<file path="src/rtl/picorv32_alu_pipe_elastic.sv">
// rtl/picorv32_alu_pipe_elastic.sv - elastic ALU pipeline with valid/ready backpressure, flush and occupancy
module picorv32_alu_pipe_elastic #(
    parameter int XLEN  = 32,
    parameter int DEPTH = 5
) (
    input  logic                         clk,
    input  logic                         rst,
    input  logic                         in_valid,
    output logic                         in_ready,
    input  logic [31:0]                  instr,
    input  logic [XLEN-1:0]              a,
    input  logic [XLEN-1:0]              b,
    input  logic                         flush,
    output logic                         out_valid,
    input  logic                         out_ready,
    output logic [XLEN-1:0]              result,
    output logic                         out_illegal,
    output logic [3:0]                   out_op,
    output logic [$clog2(DEPTH+1)-1:0]   occupancy
);
    localparam int SHW = $clog2(XLEN);
    localparam int OW  = $clog2(DEPTH+1);

    logic [DEPTH-1:0] valid_q, valid_d, adv, load;
    logic             accept;
    logic [OW-1:0]    occ_q, occ_d;

    logic [3:0]       s1_op_q;
    logic [XLEN-1:0]  s1_a_q, s1_b_q;
    logic [3:0]       op_q  [1:DEPTH-1];
    logic [XLEN-1:0]  res_q [1:DEPTH-1];
    logic [DEPTH-1:1] ill_q;

    logic [XLEN-1:0]  alu_res;
    logic             alu_ill;
    logic [SHW-1:0]   shamt;

    logic             unused_instr;
    assign unused_instr = ^instr[31:4];

    // Ready ripples back from out_ready: a stage moves if the next one is empty or moving.
    always_comb begin
        adv = '0;
        adv[DEPTH-1] = valid_q[DEPTH-1] && out_ready;
        for (int k = DEPTH-2; k >= 0; k--) begin
            adv[k] = valid_q[k] && (!valid_q[k+1] || adv[k+1]);
        end
    end

    assign in_ready = !flush && (!valid_q[0] || adv[0]);
    assign accept   = in_valid && in_ready;

    // load[k]: stage k captures new contents at this edge.
    always_comb begin
        load    = flush ? '0 : {adv[DEPTH-2:0], accept};
        valid_d = flush ? '0 : (load | (valid_q & ~adv));
        occ_d   = '0;
        for (int k = 0; k < DEPTH; k++) begin
            occ_d = occ_d + OW'(valid_d[k]);
        end
    end

    assign shamt = s1_b_q[SHW-1:0];

    always_comb begin
        alu_res = '0;
        alu_ill = 1'b0;
        case (s1_op_q)
            4'd0:    alu_res = s1_a_q + s1_b_q;
            4'd1:    alu_res = s1_a_q - s1_b_q;
            4'd2:    alu_res = s1_a_q & s1_b_q;
            4'd3:    alu_res = s1_a_q | s1_b_q;
            4'd4:    alu_res = s1_a_q ^ s1_b_q;
            4'd5:    alu_res = s1_a_q << shamt;
            4'd6:    alu_res = s1_a_q >> shamt;
            4'd7:    alu_res = $unsigned($signed(s1_a_q) >>> shamt);
            4'd8:    alu_res = {{(XLEN-1){1'b0}}, $signed(s1_a_q) < $signed(s1_b_q)};
            4'd9:    alu_res = {{(XLEN-1){1'b0}}, s1_a_q < s1_b_q};
            default: alu_ill = 1'b1;
        endcase
    end

    always_ff @(posedge clk or posedge rst) begin
        if (rst) begin
            valid_q <= '0;
            occ_q   <= '0;
            s1_op_q <= '0;
            s1_a_q  <= '0;
            s1_b_q  <= '0;
            ill_q   <= '0;
            for (int k = 1; k < DEPTH; k++) begin
                op_q[k]  <= '0;
                res_q[k] <= '0;
            end
        end else begin
            valid_q <= valid_d;
            occ_q   <= occ_d;
            if (load[0]) begin
                s1_op_q <= instr[3:0];
                s1_a_q  <= a;
                s1_b_q  <= b;
            end
            if (load[1]) begin
                op_q[1]  <= s1_op_q;
                res_q[1] <= alu_res;
                ill_q[1] <= alu_ill;
            end
            for (int k = 2; k < DEPTH; k++) begin
                if (load[k]) begin
                    op_q[k]  <= op_q[k-1];
                    res_q[k] <= res_q[k-1];
                    ill_q[k] <= ill_q[k-1];
                end
            end
        end
    end

    assign out_valid   = valid_q[DEPTH-1];
    assign result      = res_q[DEPTH-1];
    assign out_op      = op_q[DEPTH-1];
    assign out_illegal = ill_q[DEPTH-1];
    assign occupancy   = occ_q;
endmodule
</file>
<file path="config.mk">
export PLATFORM = sky130hd
export DESIGN_NAME = picorv32_alu_pipe_elastic
export DESIGN_NICKNAME = d
export VERILOG_FILES = /design/src/rtl/picorv32_alu_pipe_elastic.sv
export SDC_FILE = /design/constraint.sdc
export NUM_CORES = 1
export LEC_CHECK = 0
export BUFFER_PORTS_ARGS = -buffer_cell sky130_fd_sc_hd__clkbuf_2
export CORE_ASPECT_RATIO = 1.2
export CORE_UTILIZATION = 50
export DETAILED_ROUTE_END_ITERATION = 7
export PLACE_DENSITY = 0.71
export REMOVE_ABC_BUFFERS = 1
export SYNTH_ARGS = -nofsm -noshare
export SYNTH_HDL_FRONTEND = slang
export SYNTH_SLANG_ARGS = --single-unit
export TNS_END_PERCENT = 10
</file>
<file path="constraint.sdc">
create_clock -name clk -period 7.9 [get_ports clk]
set_input_delay 1.58 -clock clk [delete_from_list [all_inputs] [get_ports clk]]
set_output_delay 1.58 -clock clk [all_outputs]
set_load 0.02 [all_outputs]
</file>
### After elaboration in Yosys (flattened, before gate mapping)

Index checks and enable logic that the tools add are counted.

| word-level totals | value |
|---|---|
| bits of input ports | 101 |
| output and inout bits | 42 |
| bits in registers | 224 |

| cells by class | value |
|---|---|
| magnitude comparators | 2 |
| multiplexer cells | 4 |
| reduce and logical (&&, ||, !) cells | 20 |
| shifts and indexed selects | 3 |
| add/sub/neg operators | 6 |
| equality and inequality tests | 9 |
| bitwise operators | 6 |

Operators with widths:

| operator | count |
|---|---|
| $pmux 32 s10 | 1 |
| $lt 32x32->1 | 2 |
| $add 32x32->32 | 1 |
| $and 32x32->32 | 1 |
| $or 32x32->32 | 1 |
| $shl 32x5->32 | 1 |
| $shr 32x5->32 | 1 |
| $sshr 32x5->32 | 1 |
| $sub 32x32->32 | 1 |
| $xor 32x32->32 | 1 |
| $eq 4x3->1 const B | 4 |
| $mux 5 | 2 |
| $reduce_or 10->1 | 1 |
| $eq 4x2->1 const B | 2 |
| $eq 4x4->1 const B | 2 |
| $logic_and 1x1->1 | 7 |
| $add 3x1->3 | 2 |
| $logic_not 1->1 | 6 |
| $and 5x5->5 | 1 |
| $logic_or 1x1->1 | 5 |
| $not 5->5 | 1 |
| $or 5x5->5 | 1 |
| $eq 4x1->1 const B | 1 |
| $logic_not 4->1 | 1 |
| 3 further kinds | 3 |

### Longest topological paths before layout

Gate-level depths: netlist of the first run.

| depth | value |
|---|---|
| word-level depth | 19 |
| gate-level depth with buffers | 14 |
| gate-level depth less buffers | 13 |

### Worst setup path before layout of the first run

OpenSTA, ideal clock, no wires.

| timing path | value |
|---|---|
| kind | in2out |
| start point | in out_ready |
| end point | out in_ready |
| buffers on the path | 0 |
| cell stages on the path | 4 |
| slack | 3.918 ns |
| arrival time | 2.402 ns |
| cell sequence | nor2b_1 > and3_1 > and2_1 > a21oi_1 |

| on the way | value |
|---|---|
| word-level cells in the longest chain between the ends | 11 |

Ends and longest elaborated chain:

| element | RTL line | RTL |
|---|---|---|
| start, declared | 15 | `input logic out_ready,` |
| $logic_and 1x1->1 | 44 | `adv[DEPTH-1] = valid_q[DEPTH-1] && out_ready;` |
| $logic_or 1x1->1 | 46 | `adv[k] = valid_q[k] && (!valid_q[k+1] \|\| adv[k+1]);` |
| $logic_and 1x1->1 | 46 |  |
| $logic_or 1x1->1 | 46 |  |
| $logic_and 1x1->1 | 46 |  |
| $logic_or 1x1->1 | 46 |  |
| $logic_and 1x1->1 | 46 |  |
| $logic_or 1x1->1 | 46 |  |
| $logic_and 1x1->1 | 46 |  |
| $logic_or 1x1->1 | 50 | `assign in_ready = !flush && (!valid_q[0] \|\| adv[0]);` |
| $logic_and 1x1->1 | 50 |  |
| end, declared | 9 | `output logic in_ready,` |

No other way between the ends.

### Final worst setup path of the first run

| timing path | value |
|---|---|
| start point | reg s1_b_q[3] |
| end point | reg res_q[117] (netlist bit) |

| on the way | value |
|---|---|
| word-level cells in the longest chain between the ends | 2 |

Ends and longest elaborated chain:

| element | RTL line | RTL |
|---|---|---|
| start, declared | 29 | `logic [XLEN-1:0] s1_a_q, s1_b_q;` |
| start signal, assigned | 89 | `s1_b_q <= '0;` |
| start signal, assigned | 101 | `s1_b_q <= b;` |
| $sub 32x32->32, or another cell as far along | 70 | `4'd1: alu_res = s1_a_q - s1_b_q;` |
| $pmux 32 s10 * | 68 | `case (s1_op_q)` |
| end signal, assigned by index | 111 | `res_q[k] <= res_q[k-1];` |
| end, declared | 31 | `logic [XLEN-1:0] res_q [1:DEPTH-1];` |

Every way passes the cells marked *; elsewhere a longest branch is shown, timed or not.
A chain may end at the register's enable or synchronous reset.

==> results.toml, run 1 <==
[final_layout]
multi_input_area_mm2 = 0.0102
n_antenna_cell = 0
final_cell_mix = "dfrtp_1, nand2_1, nor2_1"
final_common_cell = "dfrtp_1"
layout.area.seq_mm2 = 0.00561
nFillCells = 3115
nets = 2080
area_growth_pct = 7.67
drive_above_1_share = 0.200

[clocking]
clk_path_buf_depth = 3
postCtsHoldBufs = 0
cts_root_buf = "clkbuf_16"
worstSkewPairLatency_ns = 0.54
cts_buffers = 24
cts_setup_buffers = 0
cts_resized = 0
clkTransAtPathRegs_ns = 0.06
htreeDepth = 1
cts.sinks = 224
cts_tree = "done"

[routing]
post_drt_wl_per_cell_um = 23.3
drt_wl_total_um = 54500
via_per_inst = 6.34
ant_nets = 0
remaining_drc_errors = 0
dr.pass1.iters = 6
via_count = 14800
drt_iter0_markers = 1502

[synthesis]
async_flop_share = 1.00
syn_avg_cell_area_um2 = 9.00
syn_area_mm2 = 0.0170
yosysSeqAreaShare = 0.330
synth-edff-count = 0
synth_warnings = 0
synth_ff_type = "dfrtp_1"
synth_cell_types = 86
syn_inst = 1887
ys_ff_latch = 224

[timing]
fmax_mhz = 210
slew_viol_final = 0
slew-limit-headroom = 0.280
hold_viol = 0
post-route-period-util = 0.604
rsz0062_at_grt = "false"
clock_skew_ns = 0.0161
fin_setup_tns_ns = 0
tightestPinTransition_ns = 1.08
setup_viol = 0
min_period_ns = 4.77

[worst_setup_path]
setup.worst_path.end = "res_q[117]$_DFFE_PP0P_"
crit_start = "s1_b_q[3]$_DFFE_PP0P_"
cp_max_fo = 71
r2r_cells = 13
cp.required_ns = 8.31
endpoint_kind = "flop"
r2r_start = "s1_b_q[3]$_DFFE_PP0P_"
critPathKind = "reg2reg"
worst-r2r-setup-slack_ns = 3.13
critPathLaunchType = "flop"
rr_endpoint = "res_q[117]$_DFFE_PP0P_"
arrival_ns = 5.18

[die]
io_pins = 143
chipWidth_um = 170
initial_core_util = 0.511
dieHeight_um = 204
num_rows = 73
design.core.area_mm2 = 0.0332
die_area_mm2 = 0.0347

[global_route]
grt.total_usage = 0.318
antenna_found_initial = 0
grt_pass1_vias = 14100
grt.overflow.total = 0
grt_pass1_wl_um = 84300
grt_max_degree = 85

[placement]
port_buffers = 114
place_congestion = 0.980
hpwlAfterDp_um = 39800

[pwr]
p_total_w = 0.00458
powerDensity_mw_per_mm2 = 250
ir_drop_mv = 0.193
p_leak_nw = 8.24

[run]
cap_violations = 0

[run_status]
status = "finished clean"

[worst_hold_path]
hold_path.class = "reg2reg"
-- routing by layer --
| metal | global-route usage | share of wire | vias up |
|---|---|---|---|
| li1 | - | - | 6787 |
| met4 | 0.127 | 0.040 | 0 |
| met5 | 0 | 0 | - |
| met3 | 0.0507 | 0.081 | 131 |
| met1 | 0.435 | 0.42 | 7223 |
| met2 | 0.504 | 0.46 | 704 |
-- per-stage QoR --
step | utilization | cells | worst slack (ns) | area [µm²] | hold slack [ns]
2_1_floorplan | - | 1712 | 0.186 | 16100 | 0.446
3_3_place_gp | 0.526 | 2299 | 3.27 | 17500 | 0.459
3_5_place_dp | 0.526 | 2299 | 3.27 | 17500 | 0.471
4_1_cts | 0.550 | 2341 | 3.23 | 18300 | 0.485
5_1_grt | 0.550 | 2341 | 3.00 | 18300 | 0.507
6_report | 0.550 | 2341 | 3.13 | 18300 | 0.478
-- worst max-delay path: stages (launching register included) --
cell and delay (ns):
dfrtp_2 0.34, buf_4 0.57, clkinv_1 0.14, buf_4 0.31, ha_1 0.44, inv_1 0.12
a221oi_1 0.45, nor4_1 0.19, o31ai_2 0.65, a21oi_1 0.36, a22o_1 0.27, o21ai_1 0.22
o2111ai_1 0.29, a22o_1 0.29
-- layout make-up --
class | instances | area share
clock inverter | 10 | 0.00636
timing repair buffer | 137 | 0.0406
inverter | 105 | 0.0220
sequential | 224 | 0.307
clock buffer | 32 | 0.0384
multi-input combinational | 1383 | 0.555
tap | 450 | 0.0308
-- cells in the mapped netlist (8+ instances only) --
cell type    n  area, µm²
nor4_1      14       87.6
o21ai_0    136        681
a21oi_1    143        716
a21o_1       8       60.1
o2111ai_1   10       87.6
o221ai_1    20        175
ha_1       100       1250
mux4_2      38        856
nand2_1    189        709
dfrtp_1    224       5610
nor2_1     154        578
a221o_1     16        160
nor3_1      32        160
clkbuf_1   101        379
mux2i_1     55        551
a31oi_1     13       81.3
nand3_1     21        105
or3_1        8       50.1
buf_2       19       95.1
a221oi_1    26        228
buf_4       42        315
a22o_1      12        105
o21bai_1    17        128
o31ai_1     15        113
nor2b_1     17        106
buf_1       10       37.5
o211ai_1    30        225
mux2_2     128       1440
o21ai_1     28        140
nand2b_1     9       56.3
inv_1       96        360
a211oi_1    25        188
-- sequential cells by signal, summed over array words and instances (netlist names) --
register / flops
ill_q: 4
op_q: 12
res_q: 96
valid_q: 5
occupancy: 3
result: 32
s1_b_q: 32
s1_a_q: 32
s1_op_q: 4
out_op: 4
-- power breakdown --
part	internal, W	leakage (nW)	switching [W]
logic	0.000692	4.92	0.00114
registers	0.00138	2.92	0.000202
clock network	0.000690	0.400	0.000468
-- worst min-delay path by stage --
| stage | startpoint | to | slack (ns) | depth (start not counted) |
|---|---|---|---|---|
| 2_1_floorplan | ill_q[2]$_DFFE_PP0P_ | ill_q[2]$_DFFE_PP0P_ | 0.45 | 2 |
| 3_3_place_gp | ill_q[2]$_DFFE_PP0P_ | ill_q[2]$_DFFE_PP0P_ | 0.46 | 2 |
| 3_5_place_dp | res_q[114]$_DFFE_PP0P_ | res_q[114]$_DFFE_PP0P_ | 0.47 | 2 |
| 4_1_cts | res_q[113]$_DFFE_PP0P_ | res_q[113]$_DFFE_PP0P_ | 0.49 | 2 |
| 5_1_grt | res_q[114]$_DFFE_PP0P_ | res_q[114]$_DFFE_PP0P_ | 0.51 | 2 |
| 6_report | res_q[114]$_DFFE_PP0P_ | res_q[114]$_DFFE_PP0P_ | 0.48 | 2 |
-- cells by family (layout without fill, tap and decap cells) --
group | count (synthesis) | count (layout) | synth area share
xor gates and xnor gates | 7 | 7 | 0.00361
muxes | 223 | 223 | 0.169
and+or+nand+nor | 480 | 480 | 0.124
DFF | 224 | 224 | 0.330
adders and majority gates | 104 | 104 | 0.0784
AOI/OAI and AO/OA | 569 | 569 | 0.221
buffers and inverters | 280 | 284 | 0.0739
No activity file was read; power rests on OpenSTA's default activity.
==> inputs of run 2 (changes only) <==
--- a/config.mk
+++ b/config.mk
@@ -5,6 +5,7 @@
 export SDC_FILE = /design/constraint.sdc
 export NUM_CORES = 1
 export LEC_CHECK = 0
+export ABC_AREA = 1
 export BUFFER_PORTS_ARGS = -buffer_cell sky130_fd_sc_hd__clkbuf_2
 export CORE_ASPECT_RATIO = 1.2
 export CORE_UTILIZATION = 50
==> constraint.sdc (replaced) <==
create_clock -name clk -period 4.09 [get_ports clk]
set_input_delay 0.818 -clock clk [delete_from_list [all_inputs] [get_ports clk]]
set_output_delay 0.818 -clock clk [all_outputs]
set_load 0.02 [all_outputs]
==> results.toml, run 2 <==
[run_status]
status = "finished clean"

[final_layout]
final_cell_mix = "nand2_1, nand3_1, inv_1"
n_antenna_cell = 0
nFillCells = 3604
area_growth_pct = 7.45
nets = 3071
drive_above_1_share = 0.0916
largest_register_ffs = 96
design_area_mm2 = 0.0197
final_common_cell = "nand2_1"
top_register = "res_q"

[clocking]
clk_path_buf_depth = 3
cts_buffers = 23
cts.sinks = 224
cts_setup_buffers = 0
cts_root_buf = "clkbuf_16"
cts_resized = 0
worstSkewPairLatency_ns = 0.54
postCtsHoldBufs = 0
cts_tree = "done"
clkTransAtPathRegs_ns = 0.07
htreeDepth = 1

[routing]
drt_wl_total_um = 72100
remaining_drc_errors = 0
drt_iter0_markers = 2123
via_count = 19300
via_per_inst = 5.75
ant_nets = 0
post_drt_wl_per_cell_um = 21.5
dr.pass1.iters = 8

[worst_setup_path]
critPathKind = "reg2reg"
worst-r2r-setup-slack_ns = 0.78
path_buf_inv = 0
path_cells = "ha_1, fa_1, nand3_1, nand3_1, nand2_1, nand2_1, nand2_1, nand2_1, nand3_1, nand2_1, nand2_1, nand3_1, nand3_1, nand2_1, nand2_1"
r2r_start = "s1_b_q[0]$_DFFE_PP0P_"
critical-path-slowest-cell = "dfrtp_1"
setup.worst_path.end = "res_q[126]$_DFFE_PP0P_"
cp.required_ns = 4.52
critPathLaunchType = "flop"
cpPeakStageDelay_ns = 0.81
crit_start = "s1_b_q[0]$_DFFE_PP0P_"
rr_endpoint = "res_q[126]$_DFFE_PP0P_"
r2r_cells = 15
arrival_ns = 3.74
endpoint_kind = "flop"
crit_family = "simple AND/OR/NAND/NOR gates"
crit_top_cell = "nand2_1"
worst-path-stages = 15
cp_max_fo = 17

[synthesis]
syn_area_mm2 = 0.0183
syn_avg_cell_area_um2 = 6.43
syn_inst = 2853
synth.area.top_cells = "dfrtp_1, nand2_1, nand3_1"
synth_ff_type = "dfrtp_1"
synth_warnings = 0
yosysTopAreaCellShare = 0.306
ys_top_cells_by_count = "nand2_1, nand3_1, inv_1"
ys_ff_latch = 224
async_flop_share = 1.00
synth_cell_types = 42
synth_most_common_cell = "nand2_1"
yosysSeqAreaShare = 0.306
yosysTopAreaCell = "dfrtp_1"
synth-edff-count = 0

[timing]
rsz0062_at_grt = "false"
clock_skew_ns = 0.00803
post-route-period-util = 0.810
timing.final.ws_setup_ns = 0.776
tightestPinTransition_ns = 0.991
min_period_ns = 3.31
slew-limit-headroom = 0.338
hold_viol = 0
setup_viol = 0
slew_viol_final = 0
fmax_mhz = 302
fin_setup_tns_ns = 0

[global_route]
grt.overflow.total = 0
grt_pass1_wl_um = 108000
grt_max_degree = 123
grt.total_usage = 0.387
grt_pass1_vias = 18600
antenna_found_initial = 0

[placement]
port_buffers = 114
place_ws_ns = 0.861
dpl-instance-area_mm2 = 0.0189
hpwlAfterDp_um = 56800
place_congestion = 1.06

[die]
die_area_mm2 = 0.0374
design.core.area_mm2 = 0.0360
chipWidth_um = 177
initial_core_util = 0.509
dieHeight_um = 212
io_pins = 143
num_rows = 76

[pwr]
p_total_w = 0.00933
swShare = 0.447
p_seq_frac = 0.325
p_sw_w = 0.00417
pwr-share-clk = 0.235
ir_drop_mv = 0.430
powerDensity_mw_per_mm2 = 473
p_comb_frac = 0.440
intPower_w = 0.00515
p_leak_nw = 10.7

[worst_hold_path]
hold_path.class = "in2async"

[run]
cap_violations = 0
-- run 2: cell types whose count changed after synthesis, moves of 26 or more --
cell / delta
inv_1: +241
nand3_1: +386
nand4_1: +26
a21oi_1: +58
nand2_1: +619
mux4_2: -38
mux2_2: -100
clkbuf_1: -66
buf_2: +41
nor2_1: +115
mux2i_1: -52
-- run 2: metal layers --
layer  GRT usage  up-vias  part of all wire
met5           0        -                 0
met4       0.249        0             0.072
met3      0.0456      217             0.070
met2       0.666      905              0.48
met1       0.455     8947              0.38
li1            -     9195                 -
-- run 2: logic make-up after synthesis --
kind of cell | share of synthesized area
compound gates | 0.116
buf+inv | 0.123
simple gates | 0.363
fa+ha+maj | 0.0726
xor+xnor | 0.000956
flops | 0.306
mux | 0.0188
-- run 2: how the worst min path moves through the flow --
| stage | from | end | slack (ns) | depth (start not counted) |
|---|---|---|---|---|
| 6_report | rst | result[5]$_DFFE_PP0P_ | 0.41 | 2 |
| 5_1_grt | res_q[123]$_DFFE_PP0P_ | res_q[123]$_DFFE_PP0P_ | 0.49 | 2 |
| 4_1_cts | rst | result[20]$_DFFE_PP0P_ | 0.46 | 2 |
| 3_5_place_dp | res_q[123]$_DFFE_PP0P_ | res_q[123]$_DFFE_PP0P_ | 0.46 | 2 |
| 3_3_place_gp | res_q[108]$_DFFE_PP0P_ | res_q[108]$_DFFE_PP0P_ | 0.46 | 2 |
| 2_1_floorplan | res_q[118]$_DFFE_PP0P_ | res_q[118]$_DFFE_PP0P_ | 0.44 | 2 |
-- run 2: area by class of cell --
cell class | instances | area, µm² | area share
multi-input cells | 2112 | 10500 | 0.533
flip-flops and latches | 224 | 5610 | 0.285
inverters | 352 | 1330 | 0.0675
repair buffers | 153 | 888 | 0.0451
clock buffers | 29 | 648 | 0.0329
well taps | 468 | 586 | 0.0297
clock inverters | 12 | 136 | 0.00692
-- run 2: per-stage QoR --
stage	hold WS, ns	utilization	cells
2_1_floorplan	0.445	-	2688
3_3_place_gp	0.458	0.525	3309
3_5_place_dp	0.464	0.525	3309
4_1_cts	0.464	0.547	3350
5_1_grt	0.490	0.547	3350
6_report	0.412	0.547	3350
-- run 2: power groups by stage --
| stage | Sequential, W | Clock [W] | Combinational (W) |
|---|---|---|---|
| 4_1_cts | 0.00302 | 0.00225 | 0.00402 |
| 6_report | 0.00303 | 0.00219 | 0.00410 |
| 3_3_place_gp | 0.00302 | 0 | 0.00392 |
| 3_5_place_dp | 0.00305 | 0 | 0.00399 |
| 2_1_floorplan | 0.00313 | 0 | 0.00247 |
| 5_1_grt | 0.00308 | 0.00231 | 0.00450 |
==> inputs of run 3 (changes only) <==
--- a/config.mk
+++ b/config.mk
@@ -10,7 +10,7 @@
 export CORE_ASPECT_RATIO = 1.2
 export CORE_UTILIZATION = 50
 export DETAILED_ROUTE_END_ITERATION = 7
-export PLACE_DENSITY = 0.71
+export PLACE_DENSITY = 0.68
 export REMOVE_ABC_BUFFERS = 1
 export SYNTH_ARGS = -nofsm -noshare
 export SYNTH_HDL_FRONTEND = slang
==> constraint.sdc (replaced) <==
create_clock -name clk -period 3.2 [get_ports clk]
set_input_delay 0.64 -clock clk [delete_from_list [all_inputs] [get_ports clk]]
set_output_delay 0.64 -clock clk [all_outputs]
set_load 0.02 [all_outputs]
==> results.toml, run 3 (synthesis results as in run 2) <==
[final_layout]
final_common_cell = "nand2_1"
nets = 3111
largest_register_ffs = 96
top_register = "res_q"
n_antenna_cell = 0
drive_above_1_share = 0.103
final_cell_mix = "nand2_1, nand3_1, inv_1"
design_area_mm2 = 0.0200
area_growth_pct = 9.09

[timing]
hold_viol = 0
min_period_ns = 2.92
tightestPinTransition_ns = 0.780
clock_skew_ns = 0.0116
slew-limit-headroom = 0.480
post-route-period-util = 0.912
slew_viol_final = 0
fmax_mhz = 343
setup_viol = 0
rsz0062_at_grt = "false"
timing.final.ws_setup_ns = 0.283

[clocking]
worstSkewPairLatency_ns = 0.54
cts_tree = "done"
htreeDepth = 1
cts.sinks = 224
clkTransAtPathRegs_ns = 0.06
cts_setup_buffers = 0
clk_path_buf_depth = 3
cts_buffers = 23
cts_root_buf = "clkbuf_16"

[die]
dieHeight_um = 212
design.core.area_mm2 = 0.0360
num_rows = 76
io_pins = 143
die_area_mm2 = 0.0374
chipWidth_um = 177
initial_core_util = 0.509

[global_route]
antenna_found_initial = 0
grt.overflow.total = 0
grt_max_degree = 88
grt_pass1_wl_um = 107000
grt_pass1_vias = 18700
grt.total_usage = 0.381

[worst_setup_path]
critPathKind = "reg2reg"
arrival_ns = 3.33
critPathLaunchType = "flop"
endpoint_kind = "flop"
crit_start = "s1_a_q[9]$_DFFE_PP0P_"
r2r_start = "s1_a_q[9]$_DFFE_PP0P_"
rr_endpoint = "res_q[115]$_DFFE_PP0P_"
cp_max_fo = 7
r2r_cells = 15
cp.required_ns = 3.61
worst-r2r-setup-slack_ns = 0.28

[routing]
remaining_drc_errors = 0
drt_iter0_markers = 2032
via_count = 19500
dr.pass1.iters = 8
ant_nets = 0
via_per_inst = 5.75
drt_wl_total_um = 70800
post_drt_wl_per_cell_um = 20.9

[pwr]
powerDensity_mw_per_mm2 = 585
p_seq_frac = 0.328
pwr-share-clk = 0.217
intPower_w = 0.00647
p_leak_nw = 10.8
p_comb_frac = 0.455
p_sw_w = 0.00523
ir_drop_mv = 0.482
swShare = 0.447

[worst_hold_path]
hold_path.class = "in2async"

[placement]
dpl-instance-area_mm2 = 0.0193
place_congestion = 1.06
port_buffers = 114
hpwlAfterDp_um = 56000
place_ws_ns = 0.0796

[run]
cap_violations = 0

[run_status]
status = "finished clean"
run 3: worst max path at each step:
stage,to,slack [ns],cells after the start
final,res_q[115]$_DFFE_PP0P_,0.28,15
after detailed placement,occupancy[1]$_DFF_PP0_,0.08,17
after global routing,res_q[115]$_DFFE_PP0P_,0.03,15
after global placement,occupancy[1]$_DFF_PP0_,0.31,17
after CTS,res_q[96]$_DFFE_PP0P_,0.31,14
after floorplan,ill_q[1]$_DFFE_PP0P_,-3.57,1
run 3: final cells by class:
cell class / count / area [µm²]
multi-input combinational: 2112 / 10500
inverter: 352 / 1330
clock buffer: 32 / 639
fill: 3599 / 16000
timing repair buffer: 193 / 1280
sequential: 224 / 5610
clock inverter: 8 / 52.6
tap: 468 / 586
run 3: what timing repair did:
action / CTS / global route
hold buffers: 0 / 0
endpoints found under the setup margin: 0 / 1
hold endpoints to repair: 0 / 0
resized for setup: 0 / 1
run 3: critical path, cell delays in order (launching register included):
cell,delay [ns]
dfrtp_1,0.52
inv_1,0.11
ha_1,0.39
buf_4,0.20
nor2_1,0.24
nand2_1,0.17
nor2_1,0.11
nand2_1,0.06
nand3_1,0.21
nand2_1,0.11
nand2_1,0.07
nand2_1,0.05
nand3_1,0.06
nand2_1,0.10
o21ai_0,0.30
nand2_1,0.10
run 3: power by group through the flow:
stage | Clock, W | Combinational [W] | Sequential [W]
global route | 0.00268 | 0.00584 | 0.00391
CTS | 0.00259 | 0.00521 | 0.00384
detailed placement | 0 | 0.00518 | 0.00388
floorplan | 0 | 0.00316 | 0.00400
finish | 0.00254 | 0.00532 | 0.00384
global placement | 0 | 0.00510 | 0.00383
run 3: metrics by stage:
step | instances | TNS [ns] | total power, W | hold slack (ns) | utilization
2_1_floorplan | 2688 | -817.24 | 0.00716 | 0.445 | -
3_3_place_gp | 3349 | 0 | 0.00893 | 0.462 | 0.536
3_5_place_dp | 3349 | 0 | 0.00906 | 0.465 | 0.536
4_1_cts | 3389 | 0 | 0.0116 | 0.207 | 0.555
5_1_grt | 3389 | 0 | 0.0124 | 0.237 | 0.555
6_report | 3389 | 0 | 0.0117 | 0.172 | 0.555
run 3: routing by layer:
layer	global-route usage	vias up	share of wire
li1	-	9274	-
met1	0.455	9092	0.38
met2	0.649	903	0.48
met3	0.0445	206	0.074
met4	0.235	0	0.067
met5	0	-	0
